===== config.mk =====
export PLATFORM = sky130hd
export DESIGN_NAME = mem_access_flat
export DESIGN_NICKNAME = d
export VERILOG_FILES = /design/src/rtl/mem_access_if.sv /design/src/rtl/mem_access.sv /design/src/flat_wrapper.sv
export SDC_FILE = /design/constraint.sdc
export NUM_CORES = 1
export LEC_CHECK = 0
export CAP_MARGIN = 40
export CORE_MARGIN = 3
export CORE_UTILIZATION = 32
export DETAILED_ROUTE_END_ITERATION = 10
export PLACE_DENSITY = 0.62
export SLEW_MARGIN = 20
export SYNTH_ARGS = -nofsm -noshare
export SYNTH_HDL_FRONTEND = slang
export SYNTH_SLANG_ARGS = --single-unit

===== constraint.sdc =====
create_clock -name clk -period 1.7 [get_ports clk]
set_input_delay 0.17 -clock clk [delete_from_list [all_inputs] [get_ports clk]]
set_output_delay 0.17 -clock clk [all_outputs]
set_load 0.01 [all_outputs]

===== src/rtl/mem_access_if.sv =====
// Data bus between the MEM stage and the data memory: single outstanding
// request held until a one-cycle ack strobe.
interface mem_access_if #(
   parameter int ADDR_W = 32
);
   logic              req;
   logic              we;
   logic [ADDR_W-1:0] addr;
   logic [3:0]        sel;
   logic [31:0]       wdata;
   logic [31:0]       rdata;
   logic              ack;

   modport master (
      output req, we, addr, sel, wdata,
      input  rdata, ack
   );

   modport slave (
      input  req, we, addr, sel, wdata,
      output rdata, ack
   );
endinterface


===== src/rtl/mem_access.sv =====
// MEM pipeline stage: passes ALU results through, performs loads/stores over
// the req/ack data bus and registers the write-back triple.
// Optional build macro: MEM_ALIGN_CHECK_EN (misaligned half/word accesses
// complete immediately with misalign_o instead of issuing a bus cycle).
//
// state  | meaning
// S_IDLE | no access pending; accepts the next EX result
// S_BUS  | bus request outstanding, waiting for ack
module mem_access #(
   parameter int ADDR_W     = 32,
   parameter int REG_ADDR_W = 5
) (
   input  logic                  clk,
   input  logic                  rst,
   input  logic                  valid_i,
   input  logic                  flush_i,
   input  logic [3:0]            mem_op_i,
   input  logic [ADDR_W-1:0]     mem_addr_i,
   input  logic [31:0]           store_i,
   input  logic [REG_ADDR_W-1:0] wd_i,
   input  logic                  wreg_i,
   input  logic [31:0]           wdata_i,
   output logic                  stallreq_o,
   mem_access_if.master          bus,
   output logic                  valid_o,
   output logic [REG_ADDR_W-1:0] wd_o,
   output logic                  wreg_o,
   output logic [31:0]           wdata_o,
   output logic                  misalign_o
);

   localparam logic [3:0] OP_LB  = 4'd1;
   localparam logic [3:0] OP_LBU = 4'd2;
   localparam logic [3:0] OP_LH  = 4'd3;
   localparam logic [3:0] OP_LHU = 4'd4;
   localparam logic [3:0] OP_LW  = 4'd5;
   localparam logic [3:0] OP_SB  = 4'd8;
   localparam logic [3:0] OP_SH  = 4'd9;
   localparam logic [3:0] OP_SW  = 4'd10;

   localparam logic [1:0] SZ_B = 2'd0;
   localparam logic [1:0] SZ_H = 2'd1;
   localparam logic [1:0] SZ_W = 2'd2;

   typedef enum logic {S_IDLE, S_BUS} state_t;

   state_t                  state_q, state_d;
   logic                    is_load, is_store;
   logic [1:0]              size;
   logic [3:0]              sel_n;
   logic [31:0]             wdata_n;
   logic                    misalign;
   logic                    issue;
   logic [3:0]              op_q;
   logic [1:0]              off_q;
   logic [REG_ADDR_W-1:0]   wd_q;
   logic                    flush_q;
   logic [7:0]              lane_b;
   logic [15:0]             lane_h;
   logic [31:0]             ld_data;
   logic                    ld_wreg;

   // decode the incoming memory op into direction and access size
   always_comb begin
      is_load  = 1'b0;
      is_store = 1'b0;
      size     = SZ_B;
      case (mem_op_i)
         OP_LB, OP_LBU: begin is_load  = 1'b1; size = SZ_B; end
         OP_LH, OP_LHU: begin is_load  = 1'b1; size = SZ_H; end
         OP_LW:         begin is_load  = 1'b1; size = SZ_W; end
         OP_SB:         begin is_store = 1'b1; size = SZ_B; end
         OP_SH:         begin is_store = 1'b1; size = SZ_H; end
         OP_SW:         begin is_store = 1'b1; size = SZ_W; end
         default:       ;
      endcase
   end

   // byte enables and lane-replicated store data; loads use the same enables
   always_comb begin
      sel_n   = 4'b1111;
      wdata_n = store_i;
      case (size)
         SZ_B: begin
            sel_n   = 4'b0001 << mem_addr_i[1:0];
            wdata_n = {4{store_i[7:0]}};
         end
         SZ_H: begin
            sel_n   = 4'b0011 << {mem_addr_i[1], 1'b0};
            wdata_n = {2{store_i[15:0]}};
         end
         default: ;
      endcase
   end

`ifdef MEM_ALIGN_CHECK_EN
   assign misalign = ((size == SZ_H) && mem_addr_i[0]) ||
                     ((size == SZ_W) && (mem_addr_i[1:0] != 2'b00));
`else
   assign misalign = 1'b0;
`endif

   assign issue = (state_q == S_IDLE) && valid_i && !flush_i &&
                  (is_load || is_store) && !misalign;

   // pick the addressed lane out of the returned word and extend it
   always_comb begin
      lane_b  = bus.rdata[{off_q, 3'b000} +: 8];
      lane_h  = off_q[1] ? bus.rdata[31:16] : bus.rdata[15:0];
      ld_data = 32'h0;
      ld_wreg = 1'b1;
      case (op_q)
         OP_LB:   ld_data = {{24{lane_b[7]}}, lane_b};
         OP_LBU:  ld_data = {24'h0, lane_b};
         OP_LH:   ld_data = {{16{lane_h[15]}}, lane_h};
         OP_LHU:  ld_data = {16'h0, lane_h};
         OP_LW:   ld_data = bus.rdata;
         default: ld_wreg = 1'b0;
      endcase
   end

   // next state and stall request; the ack cycle itself does not stall
   always_comb begin
      state_d    = state_q;
      stallreq_o = 1'b0;
      case (state_q)
         S_IDLE: begin
            if (issue) begin
               state_d    = S_BUS;
               stallreq_o = 1'b1;
            end
         end
         S_BUS: begin
            if (bus.ack) state_d = S_IDLE;
            else         stallreq_o = 1'b1;
         end
      endcase
   end

   // state register
   always_ff @(posedge clk) begin
      if (rst) state_q <= S_IDLE;
      else     state_q <= state_d;
   end

   // bus drive, access context and write-back registers
   always_ff @(posedge clk) begin
      if (rst) begin
         bus.req    <= 1'b0;
         bus.we     <= 1'b0;
         bus.addr   <= '0;
         bus.sel    <= 4'h0;
         bus.wdata  <= 32'h0;
         op_q       <= 4'h0;
         off_q      <= 2'b00;
         wd_q       <= '0;
         flush_q    <= 1'b0;
         valid_o    <= 1'b0;
         wd_o       <= '0;
         wreg_o     <= 1'b0;
         wdata_o    <= 32'h0;
         misalign_o <= 1'b0;
      end else begin
         valid_o    <= 1'b0;
         wreg_o     <= 1'b0;
         misalign_o <= 1'b0;
         case (state_q)
            S_IDLE: begin
               if (valid_i && !flush_i) begin
                  if (!(is_load || is_store)) begin
                     valid_o <= 1'b1;
                     wd_o    <= wd_i;
                     wreg_o  <= wreg_i;
                     wdata_o <= wdata_i;
                  end else if (misalign) begin
                     valid_o    <= 1'b1;
                     wd_o       <= wd_i;
                     wdata_o    <= 32'h0;
                     misalign_o <= 1'b1;
                  end else begin
                     bus.req   <= 1'b1;
                     bus.we    <= is_store;
                     bus.addr  <= {mem_addr_i[ADDR_W-1:2], 2'b00};
                     bus.sel   <= sel_n;
                     bus.wdata <= wdata_n;
                     op_q      <= mem_op_i;
                     off_q     <= mem_addr_i[1:0];
                     wd_q      <= wd_i;
                     flush_q   <= 1'b0;
                  end
               end
            end
            S_BUS: begin
               // a flush cannot abort the bus cycle; remember it and drop the result
               if (flush_i) flush_q <= 1'b1;
               if (bus.ack) begin
                  bus.req <= 1'b0;
                  bus.we  <= 1'b0;
                  if (!flush_i && !flush_q) begin
                     valid_o <= 1'b1;
                     wd_o    <= wd_q;
                     wreg_o  <= ld_wreg;
                     wdata_o <= ld_data;
                  end
               end
            end
         endcase
      end
   end

endmodule


===== src/flat_wrapper.sv =====
// flat-port wrapper written by rule: the top's interface ports become plain ports
module mem_access_flat 
#(
   parameter int ADDR_W     = 32,
   parameter int REG_ADDR_W = 5
)
  (clk, rst, valid_i, flush_i, mem_op_i, mem_addr_i, store_i, wd_i, wreg_i, wdata_i, stallreq_o, valid_o, wd_o, wreg_o, wdata_o, misalign_o, bus_req, bus_we, bus_addr, bus_sel, bus_wdata, bus_rdata, bus_ack);
  mem_access_if #(.ADDR_W(ADDR_W)) bus_i ();
  input  logic clk;
  input  logic rst;
  input  logic valid_i;
  input  logic flush_i;
  input  logic [3:0] mem_op_i;
  input  logic [ADDR_W-1:0] mem_addr_i;
  input  logic [31:0] store_i;
  input  logic [REG_ADDR_W-1:0] wd_i;
  input  logic wreg_i;
  input  logic [31:0] wdata_i;
  output logic stallreq_o;
  output logic valid_o;
  output logic [REG_ADDR_W-1:0] wd_o;
  output logic wreg_o;
  output logic [31:0] wdata_o;
  output logic misalign_o;
  output wire logic [$bits(bus_i.req)-1:0] bus_req;
  output wire logic [$bits(bus_i.we)-1:0] bus_we;
  output wire logic [$bits(bus_i.addr)-1:0] bus_addr;
  output wire logic [$bits(bus_i.sel)-1:0] bus_sel;
  output wire logic [$bits(bus_i.wdata)-1:0] bus_wdata;
  input wire logic [$bits(bus_i.rdata)-1:0] bus_rdata;
  input wire logic [$bits(bus_i.ack)-1:0] bus_ack;
  assign bus_req = bus_i.req;
  assign bus_we = bus_i.we;
  assign bus_addr = bus_i.addr;
  assign bus_sel = bus_i.sel;
  assign bus_wdata = bus_i.wdata;
  assign bus_i.rdata = bus_rdata;
  assign bus_i.ack = bus_ack;
  mem_access #(.ADDR_W(ADDR_W), .REG_ADDR_W(REG_ADDR_W)) u_core (.clk(clk), .rst(rst), .valid_i(valid_i), .flush_i(flush_i), .mem_op_i(mem_op_i), .mem_addr_i(mem_addr_i), .store_i(store_i), .wd_i(wd_i), .wreg_i(wreg_i), .wdata_i(wdata_i), .stallreq_o(stallreq_o), .bus(bus_i), .valid_o(valid_o), .wd_o(wd_o), .wreg_o(wreg_o), .wdata_o(wdata_o), .misalign_o(misalign_o));
endmodule

==> out/metrics.csv <==
metric,value,unit
status,"finished, final reports clean",
post-place-ws,-584,ps
ir_worst_vdd,685,uV
grt_max_degree,71,
path_class,reg -> reg,
fin_crit_sh,99.8,%
cts_tree,yes,
leakage,0.00373,uW
p_seq_share,35.2,%
period_needed,1700,ps
cts_buffer_depth,2,
cellInternalPower,6270,uW
first_pass_iters,4,
yosysWarnings,0,
drive_gt1_share,22.5,%
synth_xor_area_share,0.395,%
finalHoldViolCount,0,
hp-class,in -> reg,
final_nets,1150,
drt-initial-drc-count,410,
numPortBuffers,250,
power,8580,uW
root_buffer,clkbuf_16,
ant_nets,0,
regArea,2420,um^2
utilization,53.1,%
pwr-share-comb,21.7,%
synth-compound-area-share,33.1,%
diodes,0,
crit_arrival,1960,ps
core-area,20300,um^2
synth.avg_cell_area,9.10,um^2
async_reset_ff_share,0,%
swShare,26.9,%
p_per_area,796,nW/um^2
cts.htree.levels,4,
yosys.area_share.adder,0,%
grt_pass1_wl,39.4,mm
p_sw,2310,uW
setup_tns,0,ps
start_kind,flip-flop,
cp_max_fo,8,
synth_mux_area_share,6.68,%
synth_simple_gate_area_share,16.9,%
cts_hold_buf,0,
area_growth,62.0,%
avgViaCountPerCell,5.48,
ys.flop_type,dfxtp_1,
yosysSeqAreaShare,36.1,%
hold_ws,91.6,ps
p_clk_share,43.1,%
setup_ws,3.89,ps
drc_errors,0,
numCtsBuffers,17,
multi_input_area,4020,um^2
gp_congestion,0.870,
routed_wl,25.6,mm
num_rows,52,
rsz0062_at_grt,true,
clk_pin_slew,50,ps
synth_top_family_by_area,compound AO/OA/AOI/OAI gates,
fillers,1919,
final_max_slew_viol_count,0,
die_y,150,um
setup_viol,0,
routedWlPerCell,19.9,um
track_usage,22.2,%
cts_sinks,120,
grt_antenna_before_repair,1,
drv_cap,0,
synth_seq_cells,120,
grt_overflow,0,
skew,7.95,ps
fmax,0.590,GHz
die_w,150,um
grt_pass1_vias,6902,
vias,7068,
worstSetupEndpointType,flip-flop,
required,1960,ps
ioPinCount,254,
synth_edf_count,0,
start_util,32.8,%
ys_types,67,
postSynthCellCount,731,
dieArea,22600,um^2
dp_hpwl,18.1,mm
clock_latency,410,ps
netlist_area,6650,um^2
-- cell type report --
type                    instances  share of cell area, %
multi-input cells             520                   37.3
repair buffers                342                   31.4
flip-flops and latches        120                   22.4
clock buffers                  19                   4.11
well taps                     270                   3.13
clock inverters                13                   1.43
inverters                       6                  0.209
-- power groups by stage --
stage / Sequential [uW] / Clock [uW] / Combinational, uW
4_1_cts: 3020 / 3780 / 1850
3_3_place_gp: 3080 / 0 / 1800
2_1_floorplan: 3120 / 0 / 750
6_report: 3020 / 3700 / 1860
3_5_place_dp: 3080 / 0 / 1800
5_1_grt: 3040 / 3910 / 1990
-- through the flow --
step / cells / cell area [um^2]
final: 1290 / 10800
after global routing: 1290 / 10800
after CTS: 1286 / 10700
after detailed placement: 1251 / 9890
after global placement: 1250 / 9880
after floorplan: 733 / 6670
-- worst max-delay path, stage by stage, from the launching register on --
cell      delay, ps
dfxtp_2         350
mux4_2          560
nor3b_4         220
a311oi_1        280
o221ai_1        140
-- layer usage --
metal | GRT usage (%) | share of wire [%]
met5 | 0 | 0.047
met4 | 5.95 | 2.0
met3 | 7.83 | 9.4
met2 | 35.3 | 46
met1 | 28.7 | 42
-- cells by family (layout without fill, tap and decap cells) --
group	count (synthesis)	count (layout)
compound gates	296	296
simple gates	178	178
flops	120	120
buf+inv	93	380
mux	40	40
xor+xnor	3	3
other cells	1	3
-- sequential cells by signal, summed over array words and instances (netlist names), 2 cells and up --
name	flops
u_core.off_q	2
u_core.bus.addr	30
u_core.wdata_o	32
u_core.wd_q	5
u_core.op_q	4
u_core.bus.sel	4
u_core.bus.wdata	32
u_core.wd_o	5
-- worst paths after layout --
kind                                             to  cells past startpoint  slack, ps                start
worst max-delay path             u_core.wdata_o[13]                      4          4      u_core.off_q[1]
worst min-delay path                 u_core.valid_o                      2         90                  rst
worst max register to register   u_core.wdata_o[13]                      4          4      u_core.off_q[1]
worst min register to register  u_core.bus.addr[31]                      2        470  u_core.bus.addr[31]
-- cells in the mapped netlist, types with 3 or more instances --
library cell | n | area [um^2]
a21o_1 | 8 | 60.1
nor2b_1 | 3 | 18.8
buf_1 | 6 | 22.5
nand3b_1 | 17 | 128
clkbuf_1 | 38 | 143
a21oi_1 | 98 | 490
nand2_1 | 23 | 86.3
nor2_1 | 12 | 45.0
a2bb2oi_2 | 10 | 150
o21ai_0 | 54 | 270
nand3_1 | 50 | 250
nand2b_1 | 24 | 150
or3b_1 | 3 | 26.3
nor3_1 | 6 | 30.0
a211oi_1 | 21 | 158
o221ai_2 | 15 | 225
a211oi_2 | 3 | 37.5
inv_1 | 6 | 22.5
mux2i_1 | 23 | 230
dfxtp_1 | 120 | 2400
o41ai_2 | 7 | 114
o211ai_1 | 18 | 135
buf_6 | 4 | 45.0
o221ai_1 | 10 | 87.6
nor3b_2 | 4 | 50.1
a221oi_1 | 15 | 131
buf_2 | 29 | 145
mux2_2 | 15 | 169
a311oi_1 | 17 | 149
nand4b_1 | 17 | 149
a2bb2oi_1 | 6 | 52.6
buf_4 | 10 | 75.1
-- cell usage in the layout (no fill, tap or decap), types with 5 or more instances in the layout --
| cell | instances |
|---|---|
| a21oi_1 | 95 |
| nand2_1 | 23 |
| inv_1 | 6 |
| mux2_2 | 15 |
| o21ai_0 | 54 |
| buf_6 | 5 |
| o221ai_2 | 15 |
| nand2b_1 | 24 |
| a311oi_1 | 11 |
| o41ai_2 | 7 |
| a221oi_2 | 6 |
| nor2_1 | 12 |
| nand3b_1 | 17 |
| nand3_1 | 50 |
| clkdlybuf4s50_1 | 244 |
| a311oi_2 | 6 |
| buf_4 | 72 |
| a2bb2oi_2 | 15 |
| o221ai_1 | 10 |
| buf_12 | 15 |
| nand4b_1 | 17 |
| mux2i_1 | 23 |
| a221oi_1 | 9 |
| clkinv_2 | 5 |
| nor3_1 | 6 |
| o211ai_1 | 18 |
| dfxtp_1 | 114 |
| a211oi_1 | 20 |
| a21o_1 | 8 |
| clkbuf_16 | 17 |
-- repair_timing --
item	CTS	global route
pin swaps	8	8
setup endpoints to repair	72	35
gates cloned	0	0
buffers inserted	3	4
resized for setup	43	18
No activity file was read; power rests on OpenSTA's default activity.
